File: config.mk
export PLATFORM = sky130hd
export DESIGN_NAME = shift_wb_stage
export DESIGN_NICKNAME = d
export VERILOG_FILES = /design/src/rtl/shift_pkg.sv /design/src/rtl/shift_carry.sv /design/src/rtl/shift_wb_stage.sv
export SDC_FILE = /design/constraint.sdc
export NUM_CORES = 1
export LEC_CHECK = 0
export ABC_AREA = 0
export CAP_MARGIN = 5
export CORE_MARGIN = 1
export CORE_UTILIZATION = 47
export CTS_BUF_LIST = sky130_fd_sc_hd__clkbuf_2
export CTS_CLUSTER_DIAMETER = 30
export DETAILED_ROUTE_END_ITERATION = 8
export PLACE_DENSITY = 0.84
export RECOVER_POWER = 50
export SLEW_MARGIN = 20
export SYNTH_ARGS = -nofsm -noshare
export SYNTH_HDL_FRONTEND = slang
export SYNTH_SLANG_ARGS = --single-unit
File: constraint.sdc
create_clock -name i_clk -period 1.94 [get_ports i_clk]
set_clock_uncertainty 0.05 [all_clocks]
set_input_delay 0.388 -clock i_clk [delete_from_list [all_inputs] [get_ports i_clk]]
set_output_delay 0.388 -clock i_clk [all_outputs]
set_load 0.01 [all_outputs]
File: src/rtl/shift_pkg.sv
`default_nettype none
// ============================================================================
// Module      : shift_pkg
// Description : Shared function-select codes, skid-buffer states and flag bit
//               positions for the shifter writeback stage.
// Revision    : 1.0 - initial release
// ============================================================================
package shift_pkg;

    // Shift-left class
    localparam logic [3:0] FS_BSL      = 4'b1111;
    localparam logic [3:0] FS_BSL_ALT  = 4'b0010;
    // Shift-right class
    localparam logic [3:0] FS_BSR      = 4'b1101;
    localparam logic [3:0] FS_BSR_ALT0 = 4'b0100;
    localparam logic [3:0] FS_BSR_ALT1 = 4'b0110;
    // Rotate-right class
    localparam logic [3:0] FS_BRR      = 4'b1100;
    localparam logic [3:0] FS_BRR_ALT  = 4'b1010;
    // Rotate-left class
    localparam logic [3:0] FS_BRL      = 4'b1110;
    localparam logic [3:0] FS_BRL_ALT  = 4'b1000;

    localparam int FLAG_Z = 0;
    localparam int FLAG_N = 1;
    localparam int FLAG_C = 2;

    typedef enum logic [1:0] {
        EMPTY = 2'd0,
        ONE   = 2'd1,
        FULL  = 2'd2
    } skid_state_e;

endpackage : shift_pkg
`default_nettype wire

File: src/rtl/shift_carry.sv
`default_nettype none
// ============================================================================
// Module      : shift_carry
// Description : Combinational carry-out of the barrel shifter, derived from the
//               pre-shift operand or the result depending on the fs class.
// Revision    : 1.0 - initial release
// ============================================================================
module shift_carry
    import shift_pkg::*;
#(
    parameter int WIDTH = 32
) (
    input  logic [WIDTH-1:0] i_operand,
    input  logic [WIDTH-1:0] i_result,
    input  logic [3:0]       i_fs,
    input  logic [3:0]       i_amt,
    output logic             o_carry
);

    localparam int IDX_W = $clog2(WIDTH);

    logic [IDX_W-1:0] w_sl_idx;
    logic [IDX_W-1:0] w_sr_idx;

    // Both indices wrap harmlessly when i_amt is zero; that case forces C low.
    assign w_sl_idx = IDX_W'(WIDTH - int'(i_amt));
    assign w_sr_idx = IDX_W'(int'(i_amt) - 1);

    always_comb begin
        o_carry = 1'b0;
        if (i_amt != 4'd0) begin
            case (i_fs)
                FS_BSL, FS_BSL_ALT:              o_carry = i_operand[w_sl_idx];
                FS_BSR, FS_BSR_ALT0, FS_BSR_ALT1: o_carry = i_operand[w_sr_idx];
                FS_BRR, FS_BRR_ALT:              o_carry = i_result[WIDTH-1];
                FS_BRL, FS_BRL_ALT:              o_carry = i_result[0];
                default:                         o_carry = 1'b0;
            endcase
        end
    end

endmodule : shift_carry
`default_nettype wire

File: src/rtl/shift_wb_stage.sv
`default_nettype none
// ============================================================================
// Module      : shift_wb_stage
// Description : Two-entry skid buffer capturing shifter results (plus optional
//               Z/N/C flags, enabled by SHIFT_WB_FLAGS_EN) for writeback.
//               WIDTH must be >= 16 and a power of two.
// Revision    : 1.0 - initial release
// ============================================================================
module shift_wb_stage
    import shift_pkg::*;
#(
    parameter int WIDTH = 32,
    parameter int CNT_W = 16
) (
    input  logic             i_clk,
    input  logic             i_rst_n,
    input  logic             i_valid,
    output logic             o_ready,
    input  logic [WIDTH-1:0] i_result,
    input  logic [WIDTH-1:0] i_operand,
    input  logic [3:0]       i_fs,
    input  logic [3:0]       i_amt,
    input  logic [3:0]       i_dst,
    output logic             o_valid,
    input  logic             i_ready,
    output logic [WIDTH-1:0] o_result,
    output logic [3:0]       o_dst,
    output logic [2:0]       o_flags,
    output logic [CNT_W-1:0] o_count
);

    skid_state_e      state_q, state_d;
    logic             ready_q, ready_d;
    logic [WIDTH-1:0] head_result_q, head_result_d;
    logic [WIDTH-1:0] skid_result_q, skid_result_d;
    logic [3:0]       head_dst_q, head_dst_d;
    logic [3:0]       skid_dst_q, skid_dst_d;
    logic [CNT_W-1:0] count_q, count_d;

    logic w_accept;
    logic w_deliver;
    logic w_load_head;
    logic w_load_skid;
    logic w_pop_skid;

    assign w_accept  = i_valid && ready_q;
    assign w_deliver = (state_q != EMPTY) && i_ready;

    always_comb begin
        state_d     = state_q;
        w_load_head = 1'b0;
        w_load_skid = 1'b0;
        w_pop_skid  = 1'b0;
        case (state_q)
            EMPTY: begin
                if (w_accept) begin
                    state_d     = ONE;
                    w_load_head = 1'b1;
                end
            end
            ONE: begin
                if (w_accept && w_deliver) begin
                    w_load_head = 1'b1;
                end else if (w_accept) begin
                    state_d     = FULL;
                    w_load_skid = 1'b1;
                end else if (w_deliver) begin
                    state_d = EMPTY;
                end
            end
            FULL: begin
                if (w_deliver) begin
                    state_d    = ONE;
                    w_pop_skid = 1'b1;
                end
            end
            default: state_d = EMPTY;
        endcase
    end

    // o_ready is a flop so the upstream never sees a path from i_ready.
    assign ready_d = (state_d != FULL);

    always_comb begin
        head_result_d = head_result_q;
        head_dst_d    = head_dst_q;
        skid_result_d = skid_result_q;
        skid_dst_d    = skid_dst_q;
        if (w_load_head) begin
            head_result_d = i_result;
            head_dst_d    = i_dst;
        end else if (w_pop_skid) begin
            head_result_d = skid_result_q;
            head_dst_d    = skid_dst_q;
        end
        if (w_load_skid) begin
            skid_result_d = i_result;
            skid_dst_d    = i_dst;
        end
    end

    always_comb begin
        count_d = count_q;
        if (w_deliver && (count_q != {CNT_W{1'b1}})) begin
            count_d = count_q + CNT_W'(1);
        end
    end

    always_ff @(posedge i_clk or negedge i_rst_n) begin
        if (!i_rst_n) begin
            state_q       <= EMPTY;
            ready_q       <= 1'b1;
            head_result_q <= '0;
            head_dst_q    <= '0;
            skid_result_q <= '0;
            skid_dst_q    <= '0;
            count_q       <= '0;
        end else begin
            state_q       <= state_d;
            ready_q       <= ready_d;
            head_result_q <= head_result_d;
            head_dst_q    <= head_dst_d;
            skid_result_q <= skid_result_d;
            skid_dst_q    <= skid_dst_d;
            count_q       <= count_d;
        end
    end

`ifdef SHIFT_WB_FLAGS_EN
    logic       w_carry;
    logic [2:0] w_in_flags;
    logic [2:0] head_flags_q, head_flags_d;
    logic [2:0] skid_flags_q, skid_flags_d;

    shift_carry #(
        .WIDTH (WIDTH)
    ) u_carry (
        .i_operand (i_operand),
        .i_result  (i_result),
        .i_fs      (i_fs),
        .i_amt     (i_amt),
        .o_carry   (w_carry)
    );

    always_comb begin
        w_in_flags         = '0;
        w_in_flags[FLAG_Z] = (i_result == '0);
        w_in_flags[FLAG_N] = i_result[WIDTH-1];
        w_in_flags[FLAG_C] = w_carry;
    end

    // Flags ride alongside the data using the same load/pop strobes.
    always_comb begin
        head_flags_d = head_flags_q;
        skid_flags_d = skid_flags_q;
        if (w_load_head) begin
            head_flags_d = w_in_flags;
        end else if (w_pop_skid) begin
            head_flags_d = skid_flags_q;
        end
        if (w_load_skid) begin
            skid_flags_d = w_in_flags;
        end
    end

    always_ff @(posedge i_clk or negedge i_rst_n) begin
        if (!i_rst_n) begin
            head_flags_q <= '0;
            skid_flags_q <= '0;
        end else begin
            head_flags_q <= head_flags_d;
            skid_flags_q <= skid_flags_d;
        end
    end

    assign o_flags = head_flags_q;
`else
    logic w_unused_flag_inputs;
    assign w_unused_flag_inputs = ^{i_operand, i_amt};
    assign o_flags              = 3'b000;
`endif

    assign o_valid  = (state_q != EMPTY);
    assign o_ready  = ready_q;
    assign o_result = head_result_q;
    assign o_dst    = head_dst_q;
    assign o_count  = count_q;

endmodule : shift_wb_stage
`default_nettype wire

== Word-level counts from Yosys, hierarchy flattened ==
Index checks and enable logic that the tools add are counted.

* Register bits after elaboration: 91
* Input bits: 80
* Output and inout port bits: 57
* Logic and storage cells: 36

* Add/sub/neg operators: 1
* Equality and inequality tests: 4
* Multiplexer cells: 17
* Reduce and logical (&&, ||, !) cells: 7

{| class="wikitable"
|+ Operators by type and width
! kind !! number
|-
| 32-bit 2-to-1 mux || 2
|-
| 16-bit by 1-bit adder with 16-bit output, second input constant || 1
|-
| 16-bit inequality test, second input constant || 1
|-
| 2-bit 2-to-1 mux || 5
|-
| 4-bit 2-to-1 mux || 2
|-
| 1-bit 2-to-1 mux || 6
|-
| 2-bit case mux with 3 select lines || 1
|-
| 1-bit logical AND || 4
|-
| 2-bit nonzero test || 2
|-
| 2-bit by 1-bit == test with 1-bit output, second input constant || 1
|-
| 2-bit == test, second input constant || 1
|-
| 2-bit zero test || 1
|-
| 2-bit inequality test, second input constant || 1
|-
| 1-bit case mux with 2 select lines || 1
|}

== Longest topological paths before layout ==
Gate-level depths: netlist of the first run.

* Word-level depth: 7
* Mapped depth: 6
* Depth with buffers taken out: 5

== Least setup slack after synthesis of the first run ==
OpenSTA, ideal clock, no wires.

* Kind: register to register
* From: register count_q[0], in the netlist o_count[0]
* To: register count_q[1], in the netlist o_count[1]
* Library setup time: 0.125 ns
* Data arrival time: 1.582 ns
* Required time: 1.765 ns
* Setup slack: 0.183 ns
* Stages on the path, launching flop included: 6
* Buffers on the path: 0
* Clock period less this slack: 1.757 ns
* Cells stage by stage: dfrtp_1 ha_1 nand3_1 nor4_4 a21bo_4 mux2_4

* Longest elaborated chain between the ends: 2
* Elaborated cells on any way between the ends: 3
* Classes of those cells: add/sub (1); eq/ne (1); reduce/logical (1)

{| class="wikitable"
|+ RTL lines
! item !! RTL line !! text
|-
| start: declaration || shift_wb_stage.sv:38 || <nowiki>logic [CNT_W-1:0] count_q, count_d;</nowiki>
|-
| start signal: assignment || shift_wb_stage.sv:125 || <nowiki>count_q <= count_d;</nowiki>
|-
| parallel branches: the longest is 2 deep, another holds 16-bit by 1-bit adder with 16-bit output || -- ||
|}

Parallel ways; which one is timed is not known.
A chain may end at the register's enable or synchronous reset.

== Worst setup path after layout of the first run ==
* From: register count_q[3], in the netlist o_count[3]
* To: output port o_count[3]

{| class="wikitable"
|+ RTL lines
! item !! RTL line !! text
|-
| end: declaration || shift_wb_stage.sv:29 || <nowiki>output logic [CNT_W-1:0] o_count</nowiki>
|}

No word-level cell between the ends.

==> results of run 1 <==
[per-stage QoR]
| step | total power [mW] | setup WS [ns] | area (um2) | hold slack, ns |
|---|---|---|---|---|
| global route | 7.43 | 0.00137 | 5420 | 0.174 |
| detailed placement | 6.23 | -0.170 | 5150 | 0.267 |
| finish | 7.00 | 0.0783 | 5420 | 0.188 |
| CTS | 7.03 | 0.00161 | 5420 | 0.162 |
| floorplan | 4.70 | 0.183 | 3940 | 0.0424 |
| global placement | 6.09 | -0.0623 | 5150 | 0.265 |
[power by group]
part / total, mW / internal [mW] / leakage, nW / switching, mW
registers: 3.16 / 2.72 / 1.11 / 0.440
logic: 3.04 / 1.78 / 1.58 / 1.26
clock network: 0.800 / 0.165 / 0.0595 / 0.635
[layout make-up]
class / count / area, um2 / share of cell area (%)
clock inverter: 7 / 43.8 / 0.808
sequential: 91 / 2290 / 42.2
multi-input combinational: 181 / 1550 / 28.6
clock buffer: 9 / 45.0 / 0.831
inverter: 2 / 7.51 / 0.139
tap: 102 / 128 / 2.36
timing repair buffer: 149 / 1360 / 25.0
[sequential cells by signal (all words and copies together), names as in the netlist]
register / count
o_result: 32
skid_result_q: 32
o_count: 16
o_dst: 4
skid_dst_q: 4
state_q: 2
o_ready: 1
[logic make-up (layout without fill, tap and decap cells)]
group,Yosys count,count (layout),synth area share [%]
AO/OA/AOI/OAI,89,89,17.9
XOR/XNOR,6,6,1.34
adder cells (fa/ha/maj),1,1,0.318
buffers and inverters,20,167,2.93
flip-flops,91,91,58.0
multiplexers,43,43,12.4
other,1,3,0.0954
AND/OR/NAND/NOR,39,39,7.03
[cell usage after synthesis (3+ instances only)]
master | count | area [um2]
sky130_fd_sc_hd__dfrtp_1 | 90 | 2250
sky130_fd_sc_hd__a21o_1 | 36 | 270
sky130_fd_sc_hd__mux2i_1 | 3 | 30.0
sky130_fd_sc_hd__nor2_1 | 4 | 15.0
sky130_fd_sc_hd__xor2_1 | 3 | 26.3
sky130_fd_sc_hd__buf_4 | 7 | 52.6
sky130_fd_sc_hd__mux2_2 | 37 | 417
sky130_fd_sc_hd__nand3_1 | 4 | 20.0
sky130_fd_sc_hd__a22o_1 | 36 | 315
sky130_fd_sc_hd__xnor2_1 | 3 | 26.3
sky130_fd_sc_hd__buf_2 | 11 | 55.1
sky130_fd_sc_hd__a21oi_1 | 8 | 40.0
sky130_fd_sc_hd__nand2_1 | 6 | 22.5
[worst paths after layout]
path / cells past startpoint / to / slack (ns)
min: 2 / o_result[18] / 0.19
min in group i_clk: 2 / skid_result_q[20] / 0.42
max reg2reg: 5 / o_count[13] / 0.09
max in group asynchronous: 3 / state_q[1] / 0.26
min reg2reg: 1 / o_dst[2] / 0.45
max: 2 / o_count[3] / 0.08
[worst max-delay path: cells and delay by family, from the launching register on]
kind | cells | cell delay (ns)
buf+inv | 2 | 0.44
flops | 1 | 0.45
[what timing repair did]
action                                  CTS  global route
buffers inserted                         30             3
endpoints found under the setup margin   48            11
hold buffers                              1             0
resized for setup                        53            11
endpoints found under the hold margin    33             0
[per-layer routing]
layer  vias up  part of all wire [%]  track usage, %
met4         0                   1.2            7.05
met3        13                   6.1            4.96
met5         -                     0               0
li1       1368                     -               -
met2        98                    50            36.9
met1      1551                    43            27.5
==> flow_results.org, run 1 <==
** Run status
- Outcome :: finished clean

** Global routing
- Pin count of the biggest net entering global routing :: 47
- Global routing finished with a remaining overflow of 0.
- The initial antenna violation count is 0.
- The number of global-route vias before repair came to between 2000 and 3000.
- Global-route usage over all layers :: 21.7%
- The first global-routing pass estimated roughly 15000 um of wire.

** Critical path
- For the worst setup path, the data required time is 1.50 ns.
- R2R Path Start :: o_count[4]
- Stage delay of the slowest cell on the critical path :: between 0.4 and 0.5 ns
- Element type at the critical path start :: flop
- The signal on the critical path passes through buf_4 > dlygate4sd2_1.
- Crit path arrival time :: 1.42 ns
- In this run the worst path has a maximum fanout of 7.
- Endpoint kind of the worst setup timing path :: output pin
- Origin of the worst setup path :: o_count[3]
- The critical path is of the flop to output pin type.
- CP max-delay cell :: sky130_fd_sc_hd__dfrtp_1

** Detailed routing
- The detailed router finished its first iteration with 89 violations.
- Using the TritonRoute via totals, the vias-per-cell ratio works out to 5.60.
- Summed over all layers, the routed wires come to 9140 um.
- Post-detailed-route count of antenna-violating nets :: 0
- After detailed routing, the average wire length per cell comes to 16.9 um.
- Before antenna repair, the detailed router went through 4 iterations.
- Across all layers, the routed design uses 3030 vias.
- In the routed design, unresolved DRC markers number 0.

** Place
- Port Buffer Count :: 93
- Final weighted congestion in routability-driven placement :: 0.761
- Total half-perimeter wirelength after legalization and detailed placement :: 5890 um
- Counting tap cells, the placed design contains a total of 491 instances.

** Timing
- The routed design could run at a clock period as short as 1.86 ns.
- Transition time of the tightest slew-check pin :: approximately 1.1 ns
- Setup violations remaining at the end of the flow were counted as 0.
- The worst pin sits at a relative slew slack of between 20% and 30%.
- Final hold violations :: 0
- Based on the critical path, the design can be clocked at up to 537 MHz.
- Setup repair after global routing missed its margin :: no
- The final critical path takes up a little over nine tenths of the cycle.
- Setup TNS Final :: 0 ns
- The final number of max-transition violations was 0.

** Power
- PwrDens :: about 1300 nW/um2
- For this design the static power due to leakage is 2.75 nW.
- Worst vdd ir :: 0.000619 V

** CTS
- Clock transition time at the flip-flop clock pins of the worst setup and hold paths :: 0.25 ns
- Maximum clock path buffer count :: 2
- Clock tree from TritonCTS :: yes
- Clock tree synthesis inserted a total of 9 buffers.
- CTS saw between 90 and 100 sinks.
- The later pin in the worst-skew pair is clocked with a latency of 0.54 ns.
- CTS root buf :: sky130_fd_sc_hd__clkbuf_2
- In this run the number of H-tree levels came out at 3.

** Die
- The die covers 8730 um2.
- Number of placement rows :: 32
- Starting density of the core :: between 40% and 50%
- The die is 93.5 um wide.
- Top-Level Pins :: 137
- The core region is about 8000 um2.
- The die is 93.5 um tall.

** Run
- Max-capacitance violation count :: 0

** Finish
- NumNets Final :: 515
- Cells fill 68.7% of the core in the end.
- For this run, the number of standard cells in the final layout without fillers is 541.
- In the layout the commonest cells are sky130_fd_sc_hd__dfrtp_1, sky130_fd_sc_hd__buf_4, sky130_fd_sc_hd__dlygate4sd2_1.
- Most frequent standard cell in the layout excluding fill and tap cells :: sky130_fd_sc_hd__dfrtp_1
- Number of fill cells :: 576
- Area overhead of the layout relative to synthesis :: 37.8%
- Fraction of final layout cells sized beyond drive strength 1 :: 30.3%
- Diodes inserted :: 0

** Synthesis
- Post-synthesis average cell area :: 13.6 um2
- Of the synthesized area, sequential elements account for 58.0%.
- EDFF count, synth :: 0
- Counting flops with an async set or reset pin after synthesis yields a share of 100%.
- In the synthesized netlist the dominant register cell turns out to be sky130_fd_sc_hd__dfrtp_1.
- During synthesis, Yosys emitted a total of 0 warnings.
- Counting every instance in the synthesized netlist gives 290.
- Area of the mapped netlist :: 3930 um2
- Number of distinct library cells after synthesis :: 44
- Counting flops and latches in the post-synthesis netlist gives between 90 and 100.

** Hold path
- The min-delay analysis places its worst path in the category primary input to async pin.
Power figures use the tool's default switching activity.
==> run 2: changes to the inputs <==
Settings changed: CTS_BUF_LIST sky130_fd_sc_hd__clkbuf_2 to sky130_fd_sc_hd__clkbuf_8, SYNTH_HIERARCHICAL set to 1.
==> run 2 against run 1 <==
Effect of this change: design area is 1.7% lower; die area is the same; largest power group unchanged; sequential cell count stayed put.
==> flow_results.org, run 2 <==
** Detailed routing
- The iteration-0 DRC count of the detailed router was 76 (-15%).
- Via count normalized by instance count :: 5.67 (+1.2%)
- Post-detailed-route count of antenna-violating nets :: 0 (unchanged)
- Via Count :: 2890 (-4.6%)
- Final wirelength :: 8390 um (-8.1%)
- DR pass1 iterations :: 5 (+1)
- Detailed-route DRC error count :: 0 (unchanged)
- The post-detailed-route wirelength per cell came to 16.5 um (-2.5%).

** Synthesis
- EDFF count, synth :: 0 (unchanged)
- Most frequently used cell type in the post-synthesis netlist :: sky130_fd_sc_hd__dfrtp_1
- The synthesized instance count was 290 (unchanged).
- Top_reg_cell synth :: sky130_fd_sc_hd__dfrtp_1
- The share of synthesized registers carrying an async set or reset came to 100% (unchanged).
- The number of distinct library cells after synthesis came to 44 (unchanged).
- Yosys top cell area share :: 57.3% (unchanged)
- Main area contributors after synthesis :: sky130_fd_sc_hd__dfrtp_1, sky130_fd_sc_hd__mux2_2, sky130_fd_sc_hd__a22o_1
- Proportion of synthesized chip area in sequential cells :: 58.0% (unchanged)
- The mean instance size in the synthesized netlist was 13.6 um2 (unchanged).
- Synth warn :: 6 (+6)
- #FFs+latches synth :: 91 (unchanged)
- Largest area contributor in the synthesized netlist :: sky130_fd_sc_hd__dfrtp_1
- Counting instances in the post-synthesis netlist gives the leading cell types as sky130_fd_sc_hd__dfrtp_1, sky130_fd_sc_hd__mux2_2, sky130_fd_sc_hd__a21o_1, sky130_fd_sc_hd__a22o_1, sky130_fd_sc_hd__buf_2.
- The synthesized area is 3930 um2 (unchanged).

** Die
- Starting density of the core :: 49.8% (unchanged)
- The x dimension of the die is 93.5 um (unchanged).
- The cell row count is 32 (unchanged).
- The area of the placeable core was 7890 um2 (unchanged).
- The total die area is 8730 um2 (unchanged).
- The floorplan die height came to 93.5 um (unchanged).
- The boundary pin count came to 137 (unchanged).

** Timing
- Final setup violation count :: 0 (unchanged)
- Final hold violations :: 0 (unchanged)
- The slew of the pin with the lowest slew margin is 0.660 ns (-0.436 ns).
- Final max-slew violation count :: 0 (unchanged)
- Setup TNS Final :: 0 ns (unchanged)
- Tmin final :: 1.88 ns (+0.0139 ns)
- Setup repair after global routing missed its margin :: no
- The ratio of final minimum period to clock period came to 96.7% (+0.72 points).
- The maximum clock frequency is 533 MHz (-0.74%).
- Relative slew margins :: 56.0% (+29 points)
- The setup slack of the critical path after layout came to 0.0644 ns (-0.0139 ns).

** Critical path
- The data required time of the critical path was 1.50 ns (about the same).
- Crit path arrival time :: 1.44 ns (+0.02 ns)
- The stage delay of the slowest cell on the critical path was 0.59 ns (+0.14 ns).
- Critical Setup Path Class :: flop to output pin
- Maximum net fanout on the critical path :: 6 (-1)
- Element type at the critical path start :: flop
- Among cell families on the critical path, the largest total delay comes from buffers and inverters.
- Worst R2R End :: o_result[23]
- The worst path buffer plus inverter count is 1 (-1).
- The signal on the critical path passes through clkdlybuf4s50_1.
- Endpoint kind of the worst setup timing path :: output pin
- The flop-to-flop setup slack is 0.12 ns (+0.03 ns).
- The worst register-to-register path begins at state_q[0].
- CP max-delay cell :: sky130_fd_sc_hd__clkdlybuf4s50_1
- Depth of the most critical reg-to-reg path :: 7 (+2)

** Global routing
- The combined global-route utilization of all metal layers is 20.5% (-1.2 points).
- The number of global-route vias before repair was 2822 (-5.7%).
- The initial antenna violation count was 0 (unchanged).
- The overall overflow remaining after global route came to 0 (unchanged).
- Wire length of the first global-routing pass :: 13800 um (-5.0%)
- Pin count of the biggest net entering global routing :: 47 (unchanged)

** CTS
- The latest clock arrival within the worst-skew pair was 0.35 ns (-0.19 ns).
- Clock tree from TritonCTS :: yes
- Maximum clock path buffer count :: 2 (unchanged)
- Clock transition time at the flip-flop clock pins of the worst setup and hold paths :: 0.09 ns (-0.16 ns)
- Total number of H-tree levels :: 3 (unchanged)
- CTS root buf :: sky130_fd_sc_hd__clkbuf_8
- The number of sinks handled by clock tree synthesis was 91 (unchanged).
- The number of buffers created by CTS came to 9 (unchanged).

** Place
- The worst slack at placement is -0.170 ns (unchanged).
- The placed wire-length estimate was 5890 um (unchanged).
- Final weighted congestion in routability-driven placement :: 0.761 (unchanged)
- Port Buffer Count :: 93 (unchanged)

** Finish
- The fraction of final layout cells with drive strength greater than 1 came to 23.0% (-7.3 points).
- NumNets Final :: 484 (-6.0%)
- Most used cells in the layout excluding fill and tap cells :: sky130_fd_sc_hd__dfrtp_1, sky130_fd_sc_hd__clkdlybuf4s50_1, sky130_fd_sc_hd__mux2_2
- Utilization after layout :: 67.5% (-1.1 points)
- The layout filler cell count came to 598 (+3.8%).
- Area overhead of the layout relative to synthesis :: 35.5%
- The number of antenna repair diodes came to 0 (unchanged).
- Sequential cell area :: 2280 um2 (-0.27%)
- Area of the multi-input gates :: 1550 um2 (-0.40%)
- Most frequent standard cell in the layout excluding fill and tap cells :: sky130_fd_sc_hd__dfrtp_1

** Power
- Net Sw Frac :: 31.1% (-2.2 points)
- The net switching component of the power was 2.27 mW (-2.8%).
- Leak Pwr :: 2.53 nW (-7.9%)
- Fraction of power consumed by combinational cells :: 40.0% (-3.4 points)
- The part of the total power dissipated in sequential elements came to 44.2% (-0.9 points).
- The share of power burned in the clock network was 15.8% (+4.4 points).
- PwrDens :: 1370 nW/um2 (+5.8%)
- The internal power of the cells came to 5.02 mW (+7.5%).
- The maximum resistive drop on vdd came to 0.000563 V (-9.0%).

** Run status
- The run finished with clean final reports.

** Hold path
- The path class of the tightest hold or removal check is flop to flop.
- Counting instances, the worst hold path has a depth of 1.
- The worst hold path begins at o_result[19].
- Worst Hold Endpoint :: o_result[19]

** Run
- The count of maximum capacitance violations was 0 (unchanged).
run 2: worst max-delay path by stage:
stage	from	to	slack [ns]	depth (start not counted)
6_report	o_count[7]	o_count[7]	0.06	1
5_1_grt	state_q[0]	o_result[23]	0.003	7
4_1_cts	o_count[7]	o_count[7]	0.05	1
3_5_place_dp	i_ready	o_count[15]	-0.17	5
3_3_place_gp	i_ready	o_count[15]	-0.06	5
2_1_floorplan	o_count[0]	o_count[1]	0.18	5
run 2: power groups by stage:
stage | Clock [mW] | Combinational [mW] | Sequential (mW)
final | 1.15 | 2.91 | 3.22
after global routing | 1.26 | 3.14 | 3.32
after CTS | 1.19 | 3.00 | 3.22
after detailed placement | 0 | 2.96 | 3.27
after global placement | 0 | 2.86 | 3.22
after floorplan | 0 | 1.32 | 3.38
run 2: kinds of logic after synthesis:
kind of cell    after synthesis  synth area share (%)
compound gates               89                  17.9
xor+xnor                      6                  1.34
fa+ha+maj                     1                 0.318
buf+inv                      20                  2.93
flops                        91                  58.0
mux                          43                  12.4
other cells                   1                0.0954
simple gates                 39                  7.03
run 2: what timing repair did:
item / 4_1_cts / 5_1_grt
hold buffers: 1 / 0
resized for setup: 2 / 0
hold endpoints to repair: 24 / 0
endpoints found under the setup margin: 1 / 0
setup buffers: 2 / 0
run 2: final cells by class:
class / instances / area share [%]
sequential: 91 / 42.8
clock inverter: 6 / 0.752
inverter: 2 / 0.141
tap: 102 / 2.40
multi-input combinational: 181 / 29.0
timing repair buffer: 118 / 22.3
clock buffer: 10 / 2.58
run 2: through the flow:
step,total power [mW],instances,hold slack (ns),cell area [um2]
2_1_floorplan,4.70,292,0.0424,3940
3_3_place_gp,6.09,491,0.265,5150
3_5_place_dp,6.23,491,0.267,5150
4_1_cts,7.41,510,0.422,5350
5_1_grt,7.72,510,0.443,5330
6_report,7.29,510,0.424,5330
run 2: layer usage:
metal,GRT usage (%),vias up,share of wire [%]
met5,0,-,0
met4,5.90,0,1.3
met3,4.55,13,5.9
met2,34.9,95,50
met1,26.3,1482,43
li1,-,1300,-
==> run 3: changes to the inputs <==
Settings changed: MAX_ROUTING_LAYER set to met4, REMOVE_ABC_BUFFERS set to 1.
==> run 3 against run 2 <==
Effect of this change: worst setup slack better by 0.010 ns; combinational power is 1% lower; critical path depth did not move.
==> flow_results.org, run 3 (synthesis gave the netlist of run 2 again) <==
** Run status
- Outcome :: finished clean

** Die
- Core region area :: 7890 um2 (unchanged)
- Starting density of the core :: 49.8% (unchanged)
- The floorplan die height came to 93.5 um (unchanged).
- Die width :: 93.5 um (unchanged)
- The boundary pin count is 137 (unchanged).
- The cell row count was 32 (unchanged).
- The total die area is 8730 um2 (unchanged).

** Global routing
- The met3 global-route usage is 3.09% (-1.5 points).
- The number of global-route vias before repair came to 3012 (+6.7%).
- Total overflow reported by the global router :: 0 (unchanged)
- Global-route usage over all layers :: 22.7% (+2.2 points)
- The initial antenna violation count came to 0 (unchanged).
- Met2 Use GR :: 37.4% (+2.5 points)
- Wire length of the first global-routing pass :: 14800 um (+7.1%)
- Busiest layer in global routing :: met2
- The pin count of the biggest net entering global routing came to 37 (-21%).
- The fraction of met1 tracks used by global routing came to 29.5% (+3.2 points).

** Power
- Net Sw Frac :: 30.6% (-0.56 points)
- Fraction of power consumed by combinational cells :: 37.9% (-2.1 points)
- The maximum resistive drop on vdd came to 0.000700 V (+24%).
- Leak Pwr :: 2.54 nW (+0.56%)
- PwrDens :: 1420 nW/um2 (+3.8%)
- The net switching component of the power was 2.32 mW (+2.2%).
- Internal cell power :: 5.26 mW (+4.9%)
- Reg power frac :: 43.0% (-1.2 points)
- The share of power burned in the clock network is 19.1% (+3.3 points).

** Detailed routing
- Number of violations reported at the end of detailed-routing iteration 0 :: 104 (+37%)
- The post-detailed-route wirelength per cell was 17.4 um (+5.8%).
- The ratio of routed vias to standard cells is 5.53 (-2.5%).
- The routed wire length came to 8920 um (+6.2%).
- Via Count :: 2829 (-2.1%)
- The post-route antenna net violation count is 0 (unchanged).
- Detailed-route DRC error count :: 0 (unchanged)
- DR pass1 iterations :: 4 (-1)

** Finish
- The number of antenna repair diodes came to 0 (unchanged).
- NumNets Final :: 486 (+0.41%)
- The post-layout instance count excluding filler cells is 512 (+0.39%).
- Area overhead of the layout relative to synthesis :: 35.8%
- The layout filler cell count is 591 (-1.2%).
- Utilization after layout :: 67.7% (+0.14 points)
- In the layout the commonest cells are sky130_fd_sc_hd__dfrtp_1, sky130_fd_sc_hd__clkdlybuf4s50_1, sky130_fd_sc_hd__mux2_2.
- Sequential cell area :: 2280 um2 (+0.11%)
- The fraction of final layout cells with drive strength greater than 1 came to 24.1% (+1.1 points).
- Area of the multi-input gates :: 1530 um2 (-0.73%)
- Most frequent standard cell in the layout excluding fill and tap cells :: sky130_fd_sc_hd__dfrtp_1

** Critical path
- Buffer and inverter count on the worst path :: 1 (unchanged)
- Maximum net fanout on the critical path :: 2 (-4)
- The worst setup path is of the flop to output pin kind.
- STA classifies the critical path startpoint as a flop.
- Data required time of the worst path :: 1.50 ns (about the same)
- R2R Setup Slk :: 0.12 ns (about the same)
- Crit path arrival time :: 1.43 ns (about the same)
- CP max-delay cell :: sky130_fd_sc_hd__dfstp_2
- The critical path goes through clkdlybuf4s50_1.
- Crit. path cell count :: 1 (unchanged)
- STA classifies the critical path endpoint as an output pin.
- Among cell families on the critical path, the largest total delay comes from flip-flops.
- Depth of the most critical reg-to-reg path :: 5 (-2)
- Stage delay of the slowest cell on the critical path :: 0.55 ns (-0.04 ns)

** CTS
- CTS Buf Count :: 9 (unchanged)
- Total number of H-tree levels :: 3 (unchanged)
- The maximum clock path buffer count was 2 (unchanged).
- Clock transition time at the flip-flop clock pins of the worst setup and hold paths :: 0.09 ns (about the same)
- The number of sinks handled by clock tree synthesis was 91 (unchanged).
- CTS root buf :: sky130_fd_sc_hd__clkbuf_8
- The latest clock arrival within the worst-skew pair is 0.35 ns (about the same).
- Clock tree from TritonCTS :: yes

** Place
- The final weighted congestion of routability-driven global placement is 0.891 (+17%).
- The count of placed standard cells including taps was 493 (+0.41%).
- The count of buffers from port buffering is 93 (unchanged).
- Total half-perimeter wirelength after legalization and detailed placement :: 6300 um (+7.0%)

** Hold path
- Path class of the lowest-slack min-delay path :: flop to flop
- The cell depth of the worst min-delay path came to 1 (unchanged).

** Timing
- The final number of max-transition violations came to 0 (unchanged).
- The maximum clock frequency came to 536 MHz (+0.54%).
- Final hold violations :: 0 (unchanged)
- Setup repair after global routing left no endpoint under its margin.
- Tmin final :: 1.87 ns (-0.0101 ns)
- The ratio of final minimum period to clock period came to 96.2% (-0.52 points).
- The worst relative slew slack is 37.3% (-19 points).
- The number of endpoints failing setup at the final stage was 0 (unchanged).
- Transition time of the tightest slew-check pin :: 0.941 ns (+0.281 ns)
- Setup TNS Final :: 0 ns (unchanged)

** Run
- Max-capacitance violation count :: 0 (unchanged)
## run 3: repair_timing
action / 4_1_cts / 5_1_grt
hold buffers: 1 / 0
gates cloned: 0 / 0
setup endpoints to repair: 1 / 2
resized for setup: 2 / 2
setup buffers: 2 / 0
hold endpoints to repair: 31 / 0
## run 3: final timing paths
kind | startpoint | end
worst max-delay path | o_ready | o_ready
worst max register to register | o_ready | skid_result_q[11]
worst min register to register | o_result[2] | o_result[2]
max in group asynchronous | i_rst_n | o_count[13]
min in group asynchronous | i_rst_n | o_result[4]
worst min-delay path | o_result[2] | o_result[2]
## run 3: layer usage
metal  share of wire [%]  up-vias
met1                  45     1431
met4                 1.2        0
li1                    -     1297
met5                   0        -
met3                 4.9       10
met2                  49       91
## run 3: power groups by stage
stage          combinational [mW]  sequential, mW  clock [mW]
6_report                     2.87            3.26        1.45
4_1_cts                      2.96            3.26        1.48
3_5_place_dp                 2.89            3.31           0
3_3_place_gp                 2.79            3.24           0
2_1_floorplan                1.25            3.39           0
5_1_grt                      3.10            3.37        1.57
## run 3: per-stage QoR
| stage | total power, mW | cell area, um2 | setup slack [ns] | hold slack, ns |
|---|---|---|---|---|
| floorplan | 4.64 | 3830 | -0.350 | 0.0424 |
| global placement | 6.04 | 5110 | -0.105 | 0.323 |
| detailed placement | 6.20 | 5110 | -0.163 | 0.327 |
| CTS | 7.69 | 5360 | 0.0427 | 0.434 |
| global route | 8.03 | 5340 | 0.0169 | 0.453 |
| finish | 7.58 | 5340 | 0.0745 | 0.429 |
## run 3: cell type report
cell class | count | share of cell area, %
clock inverters | 6 | 1.76
inverters | 2 | 0.141
well taps | 102 | 2.39
multi-input cells | 181 | 28.7
flip-flops and latches | 91 | 42.7
clock buffers | 10 | 2.58
repair buffers | 120 | 21.7
